<file path="src/rtl/pc_pkg.sv">
// Processor-wide constants shared by the fetch-stage program counter.
package pc_pkg;

  localparam int unsigned XLEN            = 32;
  localparam logic [XLEN-1:0] PC_RESET_VECTOR = 32'h0000_0000;

endpackage : pc_pkg

</file>
<file path="src/rtl/pc.sv">
// Fetch-stage program counter: enable-gated register with synchronous reset.
// The next-PC mux lives outside; en is the hazard unit's stall hook.
module pc
  import pc_pkg::*;
#(
  parameter int unsigned           WIDTH        = XLEN,
  parameter logic [WIDTH-1:0]      RESET_VECTOR = WIDTH'(PC_RESET_VECTOR)
) (
  input  logic             clk,
  input  logic             reset,
  input  logic             en,
  input  logic [WIDTH-1:0] PCNext,
  output logic [WIDTH-1:0] PC_cur
);

  logic [WIDTH-1:0] pc_q;

  // Reset wins over a simultaneous load; values are stored bit-exact.
  always_ff @(posedge clk) begin
    if (reset) begin
      pc_q <= RESET_VECTOR;
    end else if (en) begin
      pc_q <= PCNext;
    end
  end

  assign PC_cur = pc_q;

endmodule : pc

</file>
<file path="config.mk">
export PLATFORM = sky130hd
export DESIGN_NAME = pc
export DESIGN_NICKNAME = d
export VERILOG_FILES = /design/src/rtl/pc_pkg.sv /design/src/rtl/pc.sv
export SDC_FILE = /design/constraint.sdc
export NUM_CORES = 1
export LEC_CHECK = 0
export CORE_MARGIN = 4
export CORE_UTILIZATION = 39
export CTS_BUF_LIST = sky130_fd_sc_hd__clkbuf_4
export CTS_CLUSTER_DIAMETER = 50
export DETAILED_ROUTE_END_ITERATION = 8
export PLACE_DENSITY = 0.94
export SLEW_MARGIN = 20
export SYNTH_ARGS = -nofsm -noshare
export SYNTH_HDL_FRONTEND = slang
export SYNTH_SLANG_ARGS = --single-unit
</file>
<file path="constraint.sdc">
create_clock -name clk -period 0.8 [get_ports clk]
set_input_delay 0.12 -clock clk [delete_from_list [all_inputs] [get_ports clk]]
set_output_delay 0.12 -clock clk [all_outputs]
set_load 0.005 [all_outputs]
</file>
Word-level counts from Yosys, hierarchy flattened
Cells that the tools add are included.

Bits in registers: 32. Bits of input ports: 35. Output and inout port bits: 32. Logic and storage cells: 1.

Longest topological paths before layout
Depth after elaboration: 0. Mapped depth: 4. Gate-level depth less buffers: 2.

Worst setup path before layout
Ideal clock, no wire load.

Kind: in2reg. Start: in en. End: reg pc_q[0], in the netlist PC_cur[0]. Library setup time: 128 ps. Arrival time: 585 ps. Required time: 672 ps. Slack: 87 ps. Cell stages on the path: 4. Cell sequence: buf_6 buf_12 mux2i_1 nor2_1.

RTL lines: start, declared (RTL line pc.sv:11) `input logic en,`; end signal, assigned (RTL line pc.sv:23) `pc_q <= PCNext;`; end, declared (RTL line pc.sv:16) `logic [WIDTH-1:0] pc_q;`.

Final worst setup path
Start: reg pc_q[18], in the netlist PC_cur[18]. End: out PC_cur[18].

RTL lines: end, declared (RTL line pc.sv:13) `output logic [WIDTH-1:0] PC_cur`.

No word-level cell between the ends.

==> impl_metrics.yaml <==
floorplanning:
  ios: 67
  num_rows: 19
  coreArea_um2: 2810
  die_area_um2: 3920
  start_util_pct: 41.5
  die_height_um: 62.6
  fp.dieW_um: 62.6
drt:
  drtIter0Drc: 12
  drt_first_pass_iters: 4
  vias_per_cell: 4.73
  drc_errors: 0
  wl_per_cell_um: 15.5
  ant_nets: 0
  drt_wl_total_um: 3300
  via_count: 1002
power:
  pwr-share-comb_pct: 18.8
  p_clk_share_pct: 27.3
  p_switching_uw: 806
  p_int_mw: 2.47
  p_total_mw: 3.28
  p_seq_share_pct: 53.8
  leakagePower_nw: 0.939
  powerDensity_nw_per_um2: 1690
  swShare_pct: 24.6
  ir_worst_vdd_mv: 1.30
clocking:
  numClockSinks: 32
  cts-buffers-inserted: 5
  cts_max_path_buffers: 2
  root_buffer: "clkbuf_4"
  clk_pin_slew_worst_paths_ps: 100
  tritoncts: "built"
  h-tree-depth: 2
  clk_latency_ps: 340
global_routing:
  grtUsageMet1_pct: 15.5
  grt.total_usage_pct: 17.9
  grtUsageMet2_pct: 34.8
  grt_pass1_wl_um: 5420
  grt_max_degree: 19
  first_global_vias: 1150
  antenna_found_initial: 0
  grt_overflow: 0
  grt_use_met3_pct: 9.35
  top_usage_layer: "met2"
layout:
  layoutNonFillerInstCount: 212
  layout_commonest_cell: "clkdlybuf4s50_1"
  final_cell_mix: "clkdlybuf4s50_1 (33), dfxtp_2 (32), mux2i_1 (32), nor2_1 (32), buf_6 (19)"
  fillers: 218
  largest_reg_flops: 32
  nets: 216
  antenna_cells: 0
  area_growth_pct: 66.7
  drive_gt1_share_pct: 46.4
place:
  port_buffers: 66
  dp_cells: 198
  dp_hpwl_um: 2340
  routabilityCongestion: 0.689
synth:
  ys_ff_latch: 32
  syn-instance-count: 103
  synth_cell_type_count: 6
  avgSynthCellArea_um2: 11.3
  synth_nets: 138
  yosys_warnings: 0
  syn_area_um2: 1160
  yosysSeqAreaShare_pct: 55.1
worst_setup_path:
  slowest_delay_ps: 330
  cp_max_fo: 2
  crit_required_ps: 680
  start_kind: "flop"
  cp_cell_sequence: "buf_2"
  worst-path-buf-inv: 1
  critPathTopFamily: "flip-flops"
  cpMaxStageDelayCell: "dfxtp_2"
  endpoint_kind: "output port"
  criticalPathCategory: "reg2out"
  arrival_ps: 790
hold_path:
  hold_path.class: "in2reg"
timing:
  final-setup-viol-count: 32
  max_freq_mhz: 1100
  relSlewSlack_pct: 87.3
  min_period_over_period_pct: 113
  fin_crit_ps: 908
  finalHoldViolCount: 0
  skew_ps: 0
  final_max_slew_viol_count: 0
  rsz0062_at_grt: "yes"
  final.setup.worst_slack_ps: -108
  worst_slew_pin_slew_ps: 186
status:
  violations: "negative setup slack"
  status: "complete, but fails checks"
run:
  cap_violations: 0
-- metrics by stage --
stage                     cell area [um2]  setup TNS (ps)  hold WS [ps]  setup WS (ps)  util [%]
after CTS                            1860           -3260           280           -113      66.4
after floorplan                      1160               0           192           87.3         -
after detailed placement             1840          -10580           484           -213      65.5
after global placement               1840           -9650           470           -180      65.5
final                                1940           -3100           273           -108      69.1
after global routing                 1940           -4220           298           -154      69.1
-- power groups by stage --
stage | Sequential, mW | Clock, mW | Combinational (mW)
floorplan | 1.78 | 0 | 0.221
global placement | 1.77 | 0 | 0.591
detailed placement | 1.77 | 0 | 0.616
CTS | 1.75 | 0.892 | 0.583
global route | 1.78 | 0.991 | 0.668
finish | 1.76 | 0.895 | 0.618
-- synthesized netlist by cell type (all sizes together) --
master,number,area [um2]
buf,4,71.3
clkbuf,3,11.3
dfxtp,32,641
mux2i,32,320
nor2,32,120
-- cell type report --
class | instances | area (um2) | share of cell area [%]
well taps | 31 | 38.8 | 2.00
clock inverters | 1 | 5.00 | 0.258
clock buffers | 6 | 45.0 | 2.32
multi-input cells | 64 | 440 | 22.7
repair buffers | 78 | 729 | 37.6
flip-flops and latches | 32 | 681 | 35.1
-- worst paths after layout --
path | start | endpoint | slack [ps] | depth (start not counted)
setup / recovery | PC_cur[18] | PC_cur[18] | -110 | 1
hold / removal | en | PC_cur[19] | 270 | 4
setup reg to reg | PC_cur[1] | PC_cur[1] | 10 | 3
hold reg to reg | PC_cur[19] | PC_cur[19] | 500 | 2
-- tightest hold or removal path: cells and delay by family --
| family | cells | cell delay (ps) |
|---|---|---|
| buffers and inverters | 2 | 310 |
| muxes | 1 | 80 |
| and+or+nand+nor | 1 | 70 |
-- layer usage --
layer	up-vias	wire length (um)
met1	458	1110
li1	493	-
met4	0	52
met3	7	330
met5	-	0
met2	44	1800
-- what timing repair did --
| item | in CTS | in global routing |
|---|---|---|
| hold buffers | 0 | 0 |
| hold endpoints to repair | 0 | 0 |
| gates resized for setup | 168 | 11 |
| setup endpoints to repair | 32 | 32 |
| buffers inserted | 6 | 1 |
-- cell families (layout without fill, tap and decap cells) --
kind of cell           Yosys count  in the layout  synth area share [%]
buffers and inverters            7             85                  7.10
DFF                             32             32                  55.1
muxes                           32             32                  27.5
and+or+nand+nor                 32             32                  10.3
No activity file was read; power rests on OpenSTA's default activity.
